[config.mk]
export PLATFORM = sky130hd
export DESIGN_NAME = apb_master_flat
export DESIGN_NICKNAME = d
export VERILOG_FILES = /design/src/rtl/apb_master_if.sv /design/src/rtl/apb_master.sv /design/src/flat_wrapper.sv
export SDC_FILE = /design/constraint.sdc
export NUM_CORES = 1
export LEC_CHECK = 0
export BUFFER_PORTS_ARGS = -buffer_cell sky130_fd_sc_hd__buf_2
export CAP_MARGIN = 20
export CORE_AREA = 2 2 54 56
export CTS_BUF_LIST = sky130_fd_sc_hd__clkbuf_8 sky130_fd_sc_hd__clkbuf_16
export DETAILED_ROUTE_END_ITERATION = 10
export DIE_AREA = 0 0 56 58
export PLACE_DENSITY = 0.72
export SLEW_MARGIN = 20
export SYNTH_ARGS = -nofsm -noshare
export SYNTH_HDL_FRONTEND = slang
export SYNTH_SLANG_ARGS = --single-unit
[constraint.sdc]
create_clock -name clk -period 1.49 [get_ports clk]
set_clock_uncertainty 0.15 [all_clocks]
set_input_delay 0.0745 -clock clk [delete_from_list [all_inputs] [get_ports clk]]
set_output_delay 0.0745 -clock clk [all_outputs]
set_load 0.005 [all_outputs]
[src/rtl/apb_master_if.sv]
// apb_master_if: host command/response handshake plus APB bus between apb_master and its slave
interface apb_master_if #(
    parameter int ADDR_W = 3,
    parameter int DATA_W = 8
);
    logic              cmd_valid;
    logic              cmd_ready;
    logic              cmd_write;
    logic [ADDR_W-1:0] cmd_addr;
    logic [DATA_W-1:0] cmd_wdata;
    logic              rsp_valid;
    logic [DATA_W-1:0] rsp_rdata;
    logic              rsp_err;
    logic              psel;
    logic              penable;
    logic              pwrite;
    logic [ADDR_W-1:0] paddr;
    logic [DATA_W-1:0] pwdata;
    logic [DATA_W-1:0] prdata;
    logic              pslverr;

    modport master (
        input  cmd_valid, cmd_write, cmd_addr, cmd_wdata, prdata, pslverr,
        output cmd_ready, rsp_valid, rsp_rdata, rsp_err,
        output psel, penable, pwrite, paddr, pwdata
    );

    modport slave (
        output cmd_valid, cmd_write, cmd_addr, cmd_wdata, prdata, pslverr,
        input  cmd_ready, rsp_valid, rsp_rdata, rsp_err,
        input  psel, penable, pwrite, paddr, pwdata
    );
endinterface

[src/rtl/apb_master.sv]
// apb_master: turns one host command into an APB SETUP/ACCESS transfer and a one-cycle response strobe
module apb_master #(
    parameter int ADDR_W = 3,
    parameter int DATA_W = 8
) (
    input  logic         clk,
    input  logic         n_rst,
    apb_master_if.master bus
);
    typedef enum logic [1:0] {IDLE, SETUP, ACCESS, RESP} state_t;

    state_t            state_q, state_d;
    logic              psel_q, psel_d;
    logic              penable_q, penable_d;
    logic              pwrite_q, pwrite_d;
    logic [ADDR_W-1:0] paddr_q, paddr_d;
    logic [DATA_W-1:0] pwdata_q, pwdata_d;
    logic [DATA_W-1:0] rsp_rdata_q, rsp_rdata_d;

    always_comb begin
        state_d     = state_q;
        psel_d      = psel_q;
        penable_d   = penable_q;
        pwrite_d    = pwrite_q;
        paddr_d     = paddr_q;
        pwdata_d    = pwdata_q;
        rsp_rdata_d = rsp_rdata_q;
        unique case (state_q)
            IDLE: if (bus.cmd_valid) begin
                state_d  = SETUP;
                psel_d   = 1'b1;
                pwrite_d = bus.cmd_write;
                paddr_d  = bus.cmd_addr;
                pwdata_d = bus.cmd_wdata;
            end
            SETUP: begin
                state_d   = ACCESS;
                penable_d = 1'b1;
            end
            ACCESS: begin
                state_d     = RESP;
                psel_d      = 1'b0;
                penable_d   = 1'b0;
                rsp_rdata_d = pwrite_q ? '0 : bus.prdata;
            end
            RESP: state_d = IDLE;
        endcase
    end

    always_ff @(posedge clk or negedge n_rst) begin
        if (!n_rst) begin
            state_q     <= IDLE;
            psel_q      <= 1'b0;
            penable_q   <= 1'b0;
            pwrite_q    <= 1'b0;
            paddr_q     <= '0;
            pwdata_q    <= '0;
            rsp_rdata_q <= '0;
        end else begin
            state_q     <= state_d;
            psel_q      <= psel_d;
            penable_q   <= penable_d;
            pwrite_q    <= pwrite_d;
            paddr_q     <= paddr_d;
            pwdata_q    <= pwdata_d;
            rsp_rdata_q <= rsp_rdata_d;
        end
    end

    // the slave registers pslverr, so it is only meaningful while in RESP
    assign bus.cmd_ready = (state_q == IDLE);
    assign bus.rsp_valid = (state_q == RESP);
    assign bus.rsp_err   = (state_q == RESP) && bus.pslverr;
    assign bus.rsp_rdata = rsp_rdata_q;
    assign bus.psel      = psel_q;
    assign bus.penable   = penable_q;
    assign bus.pwrite    = pwrite_q;
    assign bus.paddr     = paddr_q;
    assign bus.pwdata    = pwdata_q;
endmodule
[src/flat_wrapper.sv]
// flat-port wrapper written by rule: the top's interface ports become plain ports
module apb_master_flat 
#(
    parameter int ADDR_W = 3,
    parameter int DATA_W = 8
)
  (clk, n_rst, bus_cmd_valid, bus_cmd_write, bus_cmd_addr, bus_cmd_wdata, bus_prdata, bus_pslverr, bus_cmd_ready, bus_rsp_valid, bus_rsp_rdata, bus_rsp_err, bus_psel, bus_penable, bus_pwrite, bus_paddr, bus_pwdata);
  apb_master_if #(.ADDR_W(ADDR_W), .DATA_W(DATA_W)) bus_i ();
  input  logic clk;
  input  logic n_rst;
  input wire logic [$bits(bus_i.cmd_valid)-1:0] bus_cmd_valid;
  input wire logic [$bits(bus_i.cmd_write)-1:0] bus_cmd_write;
  input wire logic [$bits(bus_i.cmd_addr)-1:0] bus_cmd_addr;
  input wire logic [$bits(bus_i.cmd_wdata)-1:0] bus_cmd_wdata;
  input wire logic [$bits(bus_i.prdata)-1:0] bus_prdata;
  input wire logic [$bits(bus_i.pslverr)-1:0] bus_pslverr;
  output wire logic [$bits(bus_i.cmd_ready)-1:0] bus_cmd_ready;
  output wire logic [$bits(bus_i.rsp_valid)-1:0] bus_rsp_valid;
  output wire logic [$bits(bus_i.rsp_rdata)-1:0] bus_rsp_rdata;
  output wire logic [$bits(bus_i.rsp_err)-1:0] bus_rsp_err;
  output wire logic [$bits(bus_i.psel)-1:0] bus_psel;
  output wire logic [$bits(bus_i.penable)-1:0] bus_penable;
  output wire logic [$bits(bus_i.pwrite)-1:0] bus_pwrite;
  output wire logic [$bits(bus_i.paddr)-1:0] bus_paddr;
  output wire logic [$bits(bus_i.pwdata)-1:0] bus_pwdata;
  assign bus_i.cmd_valid = bus_cmd_valid;
  assign bus_i.cmd_write = bus_cmd_write;
  assign bus_i.cmd_addr = bus_cmd_addr;
  assign bus_i.cmd_wdata = bus_cmd_wdata;
  assign bus_i.prdata = bus_prdata;
  assign bus_i.pslverr = bus_pslverr;
  assign bus_cmd_ready = bus_i.cmd_ready;
  assign bus_rsp_valid = bus_i.rsp_valid;
  assign bus_rsp_rdata = bus_i.rsp_rdata;
  assign bus_rsp_err = bus_i.rsp_err;
  assign bus_psel = bus_i.psel;
  assign bus_penable = bus_i.penable;
  assign bus_pwrite = bus_i.pwrite;
  assign bus_paddr = bus_i.paddr;
  assign bus_pwdata = bus_i.pwdata;
  apb_master #(.ADDR_W(ADDR_W), .DATA_W(DATA_W)) u_core (.clk(clk), .n_rst(n_rst), .bus(bus_i));
endmodule
==> out/summary.txt, run 1 <==
post-synthesis instance total -> 72
post-synth top area cell -> dfrtp_1
crit-path cells -> buf_4 > ha_2 > mux2i_1 > mux2_2
TritonCTS buffer count -> 3
DRC -> 0
Worst setup EP type -> flop
number of library cell types mapped by synthesis -> 16
Final Cycle Share -> 0.987
Crit path max-delay family -> multiplexers
min Tclk post-route -> 1470 ps
Core Area -> 2660 um2
total gr overflow -> 0
Pins Over Slew Limit -> 0
Tightest Pin Transition -> 512 ps
CP arrival -> 1470 ps
DP Wirelength -> 1570 um
total wire length -> 2280 um
initial antenna violation count -> 0
placed instance area -> 1360 um2
deepest clock path buffer count -> 2
Seq/Total Area, Yosys -> 0.570
top cells by area, synth -> dfrtp_1, mux2_4, ha_1
DR iter-0 viols -> 4
Starting Density -> 0.396
die footprint -> 3250 um2
first-pass GRT wire length -> 3730 um
Die H -> 58 um
CP required -> 1490 ps
final instance area -> 1680 um2
clock tree sinks -> 24
boundary pin count -> 49
post-synth net total -> 101
status -> completed
Worst Path Max Fanout -> 4
Peak supply drop -> 0.00126 V
static leakage -> 0.866 nW
WL per Instance -> 12.7 um
clock slew at reported path FFs -> 80 ps
vias in the first global route -> 828
root buffer cell -> clkbuf_8
CP peak stage delay -> 430 ps
Diodes inserted -> 0
pwr/cell area -> 1810 nW/um2
max cap viols -> 0
synthesis-to-layout area growth -> 59.6%
site row count -> 19
Crit-path slowest cell -> dfrtp_1
Max Freq -> 680 MHz
I/O Buffers -> 48
RSZ-0062 raised after global routing -> yes
synth warn -> 0
Worst Setup Start Kind -> flop
Hold WS -> 79.2 ps
H-tree levels -> 1
Synth Cell Area -> 1050 um2
final net count -> 180
Overall Global Routing Usage -> 0.150
buffers and inverters on the worst path -> 1
setup violators final -> 0
largest net degree at the start of global routing -> 25
clk_lat worst skew -> 260 ps
critical path type -> reg -> reg
Hold WC Path Type -> in -> reg
Die Wd -> 56 um
Layout fillers -> 211
Via Count -> 812
antenna-violating nets left -> 0
Syn Area/Cell -> 14.6 um2
TritonRoute pass-1 iters -> 4
drt via density -> 4.51
layout cell share with drive strength beyond 1 -> 0.557
Synth top area share -> 0.570
final hold violation count -> 0
CTS tree -> yes
#FFs+latches synth -> 24
relative slew slack -> 0.658
Placer Congestion -> 0.773
## kinds of logic after synthesis
group,count (synthesis),share of synthesized area
flops,24,0.570
mux,17,0.219
buf+inv,9,0.0404
simple gates,9,0.0594
compound gates,8,0.0523
fa+ha+maj,5,0.0594
## worst register-to-register path: stages (launching register included)
cell and delay, ps:
dfrtp_1 430, buf_4 150, ha_2 160, mux2i_1 130, mux2_2 340
## power breakdown
part           internal [mW]  leakage, nW  switching (mW)
clock                  0.180       0.0216           0.186
combinational          0.958        0.555           0.568
sequential             0.959        0.290           0.192
## metrics by stage
| step | std cells | setup TNS (ps) | total power, mW | utilization | setup WS [ps] |
|---|---|---|---|---|---|
| after floorplan | 72 | 0 | 1.94 | - | 19.0 |
| after global placement | 153 | 0 | 2.44 | 0.511 | 9.51 |
| after detailed placement | 153 | -312 | 2.48 | 0.511 | -38.6 |
| after CTS | 178 | -62.4 | 2.94 | 0.611 | -13.0 |
| after global routing | 180 | -128 | 3.26 | 0.632 | -36.8 |
| final | 180 | 0 | 3.04 | 0.632 | 19.5 |
## Yosys cell counts (all sizes together)
cell type	count
a22o	4
and2	1
and2b	2
buf	2
dfrtp	24
ha	5
inv	7
mux2	15
mux2i	2
nand2	1
nand3b	4
nor2	1
o21ai	4
## timing repair
item                                    CTS  global route
pin swaps                                 0             1
gates cloned                              0             0
hold buffers                             21             0
endpoints found under the hold margin    44             0
gates resized for setup                   2            10
endpoints found under the setup margin   11            13
buffers inserted                          1             2
## cell usage in the layout, fill, tap and decap left out
cell           netlist  routed
a22o_1               4       4
and2_1               1       1
and2b_2              1       2
buf_12               0       1
buf_2                1      48
buf_4                0       4
buf_6                1       2
clkbuf_8             0       3
dfrtp_1             24      24
dlygate4sd3_1        0      21
ha_2                 0       3
ha_4                 0       2
inv_1                7       5
inv_2                0       1
inv_4                0       1
mux2_2               4       4
mux2_4              11      11
mux2i_1              2       2
nand2_4              0       1
nand3b_1             4       4
nor2_1               1       1
o21ai_0              4       4
## state kept, by name, indices dropped and copies added, names as in the netlist
register              flops
u_core.bus.paddr          3
u_core.bus.pwrite         1
u_core.bus.penable        1
u_core.state_q            2
u_core.bus.rsp_rdata      8
u_core.bus.psel           1
u_core.bus.pwdata         8
## metal layers
| layer | track usage | wire (um) |
|---|---|---|
| met5 | 0 | 0 |
| met4 | 0.0408 | 11 |
| met2 | 0.259 | 1170 |
| met3 | 0.0446 | 154 |
| met1 | 0.184 | 942 |
## path summary, 6_finish.rpt
| check | cells after the start | slack (ps) | to | from |
|---|---|---|---|---|
| min in group asynchronous | 2 | 190 | u_core.bus.pwdata[7] | n_rst |
| max | 4 | 20 | u_core.bus.psel | u_core.state_q[1] |
| min | 3 | 80 | u_core.bus.pwdata[1] | bus_cmd_valid |
| min reg2reg | 1 | 350 | u_core.bus.penable | u_core.bus.penable |
| max in group asynchronous | 2 | 650 | u_core.bus.rsp_rdata[0] | n_rst |
| max reg2reg | 4 | 20 | u_core.bus.psel | u_core.state_q[1] |
## cell type report
| cell class | instances | area [um2] | share of cell area |
|---|---|---|---|
| sequential | 24 | 601 | 0.357 |
| tap | 31 | 38.8 | 0.0231 |
| inverter | 7 | 28.8 | 0.0171 |
| multi-input combinational | 39 | 449 | 0.267 |
| timing repair buffer | 76 | 523 | 0.311 |
| clock buffer | 3 | 41.3 | 0.0246 |
No activity file was read; power rests on OpenSTA's default activity.
==> run 2: changes to the inputs <==
Settings changed: CORE_AREA 2 2 54 56 to 2 2 53 55, CTS_BUF_LIST sky130_fd_sc_hd__clkbuf_8 sky130_fd_sc_hd__clkbuf_16 to sky130_fd_sc_hd__clkbuf_4, DIE_AREA 0 0 56 58 to 0 0 55 57, PLACE_DENSITY 0.72 to 0.74.
==> out/summary.txt, run 2 (same netlist as run 1, synthesis figures left out) <==
status -> finished, violations left
violated checks -> setup timing
Via Count -> 845 (+4.1%)
Combinational Power Share -> 0.517 (+0.016)
Pins Over Slew Limit -> 0 (unchanged)
WL per Instance -> 14.8 um (+17%)
boundary pin count -> 49 (unchanged)
buffers and inverters on the worst path -> 1 (unchanged)
placed instance area -> 1350 um2 (-0.55%)
largest net degree at the start of global routing -> 25 (unchanged)
NetSw -> 1.08 mW (+14%)
pwr/cell area -> 1920 nW/um2 (+6.1%)
Hold WC Path Type -> in -> reg
R2R depth -> 4 (unchanged)
share of total power in the clock network -> 0.139 (+0.019)
Die Wd -> 55 um (-1.8%)
Setup WS post-layout -> -37.3 ps (-56.8 ps)
max cap viols -> 0 (unchanged)
Diodes inserted -> 0 (unchanged)
Worst Hold Path Cells -> 3 (unchanged)
crit-path cells -> inv_4 > ha_4 > mux2i_4 > mux2_4
Worst setup EP type -> flop
Critical R2R Capture -> u_core.bus.psel
antenna-violating nets left -> 0 (unchanged)
clock slew at reported path FFs -> 130 ps (+50 ps)
CP peak stage delay -> 450 ps (+20 ps)
first-pass GRT wire length -> 3880 um (+4.1%)
RSZ-0062 raised after global routing -> yes
initial antenna violation count -> 0 (unchanged)
critical path type -> reg -> reg
Die H -> 57 um (-1.7%)
sw frac -> 0.318 (+0.00715)
DR iter-0 viols -> 10 (+6)
setup violators final -> 2 (+2)
Max Freq -> 655 MHz (-3.7%)
synthesis-to-layout area growth -> 67.3%
CTS tree -> yes
drt via density -> 4.64 (+2.9%)
final hold violation count -> 0 (unchanged)
most frequent cells in the layout -> buf_2, dfrtp_1, dlygate4sd3_1
DRC -> 0 (unchanged)
R2R Setup Slk -> -40 ps (-60 ps)
final net count -> 181 (+0.56%)
vias in the first global route -> 881 (+6.4%)
Cell Int Power -> 2.31 mW (+10%)
Worst Path Max Fanout -> 5 (+1)
DP Wirelength -> 1530 um (-3.0%)
Reg-to-Reg Start -> u_core.state_q[0]
relative slew slack -> 0.651 (-0.00769)
Placer Congestion -> 0.674 (-13%)
layout cell share with drive strength beyond 1 -> 0.563 (+0.00587)
Tot Pwr -> 3.39 mW (+11%)
TritonRoute pass-1 iters -> 4 (unchanged)
Crit-path slowest cell -> dfrtp_1
total wire length -> 2690 um (+18%)
total gr overflow -> 0 (unchanged)
H-tree levels -> 1 (unchanged)
die footprint -> 3140 um2 (-3.5%)
CP required -> 1540 ps (+50 ps)
Starting Density -> 0.403 (+0.00719)
root buffer cell -> clkbuf_4
Final Cycle Share -> 1.03 (+0.0381)
hold wc startpoint -> bus_cmd_valid
Tightest Pin Transition -> 524 ps (+11.5 ps)
final instance area -> 1760 um2 (+4.8%)
Flop pwr share -> 0.344 (-0.034)
deepest clock path buffer count -> 2 (unchanged)
TritonCTS buffer count -> 3 (unchanged)
most common cell after layout, fill and taps aside -> buf_2
Worst Setup Start Kind -> flop
Overall Global Routing Usage -> 0.172 (+0.0221)
static leakage -> 0.902 nW (+4.1%)
Peak supply drop -> 0.00123 V (-2.0%)
Crit path max-delay family -> multiplexers
clk_lat worst skew -> 320 ps (+60 ps)
min Tclk post-route -> 1530 ps (+56.8 ps)
clock tree sinks -> 24 (unchanged)
Core Area -> 2620 um2 (-1.8%)
I/O Buffers -> 48 (unchanged)
site row count -> 19 (unchanged)
Final Util -> 0.674 (+0.0426)
CP arrival -> 1580 ps (+110 ps)
Worst Hold End -> u_core.bus.pwdata[1]
run 2: cell types whose count changed in the layout (fill, tap and decap cells not counted), sizes merged:
cell / before / now
bufinv: 0 / 1
clkbuf: 3 / 4
run 2: through the flow:
| stage | setup slack [ps] | cells | setup TNS [ps] | hold WS, ps |
|---|---|---|---|---|
| 3_5_place_dp | -11.0 | 152 | -31.0 | -69.6 |
| 5_1_grt | -78.1 | 182 | -222 | 46.0 |
| 3_3_place_gp | 24.3 | 152 | 0 | -77.4 |
| 6_report | -37.3 | 182 | -41.6 | 57.6 |
| 4_1_cts | -26.3 | 179 | -196 | 34.2 |
| 2_1_floorplan | 19.0 | 72 | 0 | -371 |
run 2: power groups by stage:
stage	Clock [mW]	Sequential, mW	Combinational [mW]
3_3_place_gp	0	1.14	1.29
6_report	0.471	1.17	1.75
3_5_place_dp	0	1.14	1.32
5_1_grt	0.516	1.20	1.88
2_1_floorplan	0	1.16	0.784
4_1_cts	0.475	1.15	1.54
run 2: worst max-delay path by stage:
stage                 startpoint                    to  slack (ps)  depth (start not counted)
3_5_place_dp   u_core.state_q[0]       u_core.bus.psel         -10                          4
6_report       u_core.state_q[0]       u_core.bus.psel         -40                          4
4_1_cts        u_core.state_q[0]  u_core.bus.pwdata[3]         -30                          5
5_1_grt        u_core.state_q[0]       u_core.bus.psel         -80                          4
2_1_floorplan  u_core.state_q[1]       u_core.bus.psel          20                          4
3_3_place_gp   u_core.state_q[0]       u_core.bus.psel          20                          4
run 2: layout make-up:
cell class | count | area, um2
clock buffer | 3 | 22.5
clock inverter | 1 | 30.0
fill | 193 | 852
inverter | 7 | 28.8
multi-input combinational | 39 | 484
sequential | 24 | 601
tap | 31 | 38.8
timing repair buffer | 77 | 558
run 2: metal layers:
layer	GRT usage	vias up	routed length, um
met5	0	-	0
met4	0.0627	0	33
met3	0.0445	4	148
met2	0.272	37	1400
met1	0.225	399	1100
li1	-	405	-
run 2: tightest hold or removal path: stages:
cell	delay, ps
buf_2	140
nand2_4	120
mux2_2	160
run 2: repair_timing:
action,in CTS,in global routing
gates resized for setup,10,8
cloned,0,1
buffers inserted,2,2
hold buffers,21,0
endpoints found under the hold margin,44,0
pin swaps,0,3
endpoints found under the setup margin,11,13
==> run 3: changes to the inputs <==
Settings changed: ABC_AREA from default to 1, PLACE_DENSITY 0.74 to 0.73.
==> out/summary.txt, run 3 <==
status -> completed
DR iter-0 viols -> 32 (+22)
Seq/Total Area, Yosys -> 0.579 (+0.00894)
initial antenna violation count -> 0 (unchanged)
DRC -> 0 (unchanged)
critical path type -> reg -> out
most common cell after layout, fill and taps aside -> buf_2
static leakage -> 0.895 nW (-0.71%)
Diodes inserted -> 0 (unchanged)
root buffer cell -> clkbuf_4
RSZ-0062 raised after global routing -> no
CP required -> 1270 ps (-270 ps)
Pins Over Slew Limit -> 0 (unchanged)
vias in the first global route -> 1069 (+21%)
Die Wd -> 55 um (unchanged)
clock slew at reported path FFs -> 130 ps (about the same)
Worst Setup SP -> u_core.state_q[1]
Setup WS post-layout -> 72.8 ps (+110 ps)
Via Count -> 1060 (+25%)
Setup TNS -> 0 ps (+41.6 ps)
Tightest Pin Transition -> 516 ps (-8.07 ps)
largest net degree at the start of global routing -> 25 (unchanged)
#FFs+latches synth -> 24 (unchanged)
most frequent cells in the layout -> buf_2, nand2_1, dfrtp_1
die footprint -> 3140 um2 (unchanged)
top-count cell post-synth -> nand2_1
antenna-violating nets left -> 0 (unchanged)
top cells by area, synth -> dfrtp_1, nand2_1, nand3_1
I/O Buffers -> 48 (unchanged)
setup violators final -> 0 (-2)
WL per Instance -> 12.7 um (-14%)
Place WS -> 12.2 ps (+23.2 ps)
clock tree sinks -> 24 (unchanged)
total gr overflow -> 0 (unchanged)
max cap viols -> 0 (unchanged)
Worst setup EP type -> output port
Hold WS -> 88.5 ps (+30.9 ps)
synthesis-to-layout area growth -> 51.6%
final net count -> 217 (+20%)
DP Wirelength -> 1820 um (+19%)
post-synthesis instance total -> 116 (+61%)
synth cell count leaders -> nand2_1, dfrtp_1, nand3_1
Starting Density -> 0.397 (-0.00622)
Worst Setup Start Kind -> flop
Synth Cell Area -> 1040 um2 (-1.5%)
commonest register cell after synthesis -> dfrtp_1
total wire length -> 2770 um (+3.2%)
layout cell share with drive strength beyond 1 -> 0.310 (-0.253)
Synth top area share -> 0.579 (+0.00894)
deepest clock path buffer count -> 2 (unchanged)
Die H -> 57 um (unchanged)
Core Area -> 2620 um2 (unchanged)
EDFF count, synth -> 0 (unchanged)
drt via density -> 4.86 (+4.7%)
CTS tree -> yes
Worst Path Max Fanout -> 4 (-1)
Async SR Flop Fraction -> 1.00 (unchanged)
Hold WC Path Type -> in -> async
TritonRoute pass-1 iters -> 5 (+1)
Reg-to-Reg Start -> u_core.state_q[1]
site row count -> 19 (unchanged)
relative slew slack -> 0.656 (+0.00538)
boundary pin count -> 49 (unchanged)
Max Freq -> 706 MHz (+7.8%)
pwr/cell area -> 1730 nW/um2 (-10%)
min Tclk post-route -> 1420 ps (-110 ps)
H-tree levels -> 1 (unchanged)
number of library cell types mapped by synthesis -> 14 (-2)
Overall Global Routing Usage -> 0.193 (+0.0213)
post-synth net total -> 145 (+44%)
TritonCTS buffer count -> 3 (unchanged)
post-synth top area cell -> dfrtp_1
synth warn -> 0 (unchanged)
Placer Congestion -> 0.798 (+18%)
CP arrival -> 1190 ps (-390 ps)
Peak supply drop -> 0.00101 V (-18%)
clk_lat worst skew -> 320 ps (about the same)
final hold violation count -> 0 (unchanged)
Final Cycle Share -> 0.951 (-0.0739)
first-pass GRT wire length -> 4500 um (+16%)
Syn Area/Cell -> 8.94 um2 (-39%)
[run 3: path summary, 6_finish.rpt]
kind                            cells after the start  slack, ps                      end
worst max-delay path                                3         70            bus_cmd_ready
worst min-delay path                                2         90  u_core.bus.rsp_rdata[1]
worst max register to register                      5        120      u_core.bus.paddr[0]
worst min register to register                      2        340      u_core.bus.paddr[1]
max in group asynchronous                           2        750      u_core.bus.paddr[1]
min in group clk                                    4        250              bus_rsp_err
[run 3: logic make-up after synthesis]
group,after synthesis,synth area share
buffers and inverters,12,0.0567
AOI/OAI and AO/OA,4,0.0193
adders and majority gates,5,0.0603
and+or+nand+nor,71,0.285
DFF,24,0.579
[run 3: layout make-up]
class / count / area [um2]
well taps: 31 / 38.8
clock inverters: 1 / 30.0
flip-flops and latches: 24 / 601
multi-input cells: 80 / 383
fillers: 226 / 1040
repair buffers: 71 / 468
inverters: 8 / 30.0
clock buffers: 3 / 22.5
[run 3: through the flow]
step / util / instance area [um2] / power [mW] / instances
floorplan: - / 1040 / 1.73 / 116
global placement: 0.495 / 1290 / 2.12 / 192
detailed placement: 0.495 / 1290 / 2.19 / 192
CTS: 0.600 / 1570 / 2.71 / 218
global route: 0.601 / 1570 / 2.94 / 218
finish: 0.601 / 1570 / 2.72 / 218
[run 3: report_power, final]
group,total (mW),internal [mW],switching [mW]
sequential,1.07,0.919,0.155
combinational,1.18,0.505,0.671
clock,0.468,0.272,0.196
[run 3: what timing repair did]
item | in CTS | in global routing
hold endpoints to repair | 44 | 0
hold buffers | 22 | 0
setup buffers | 0 | 0
endpoints found under the setup margin | 0 | 15
gates resized for setup | 0 | 3
[run 3: worst max-delay path: stages, from the launching register on]
cell and delay, ps:
dfrtp_1 440, inv_1 110, ha_2 210, buf_2 120
[run 3: layer usage]
metal / wire, um / vias to the layer above / part of all wire / track usage
met5: 0 / - / 0 / 0
met4: 70 / 0 / 0.025 / 0.0906
met3: 151 / 9 / 0.054 / 0.0157
met2: 1540 / 43 / 0.56 / 0.332
met1: 1010 / 502 / 0.36 / 0.239
li1: - / 506 / - / -
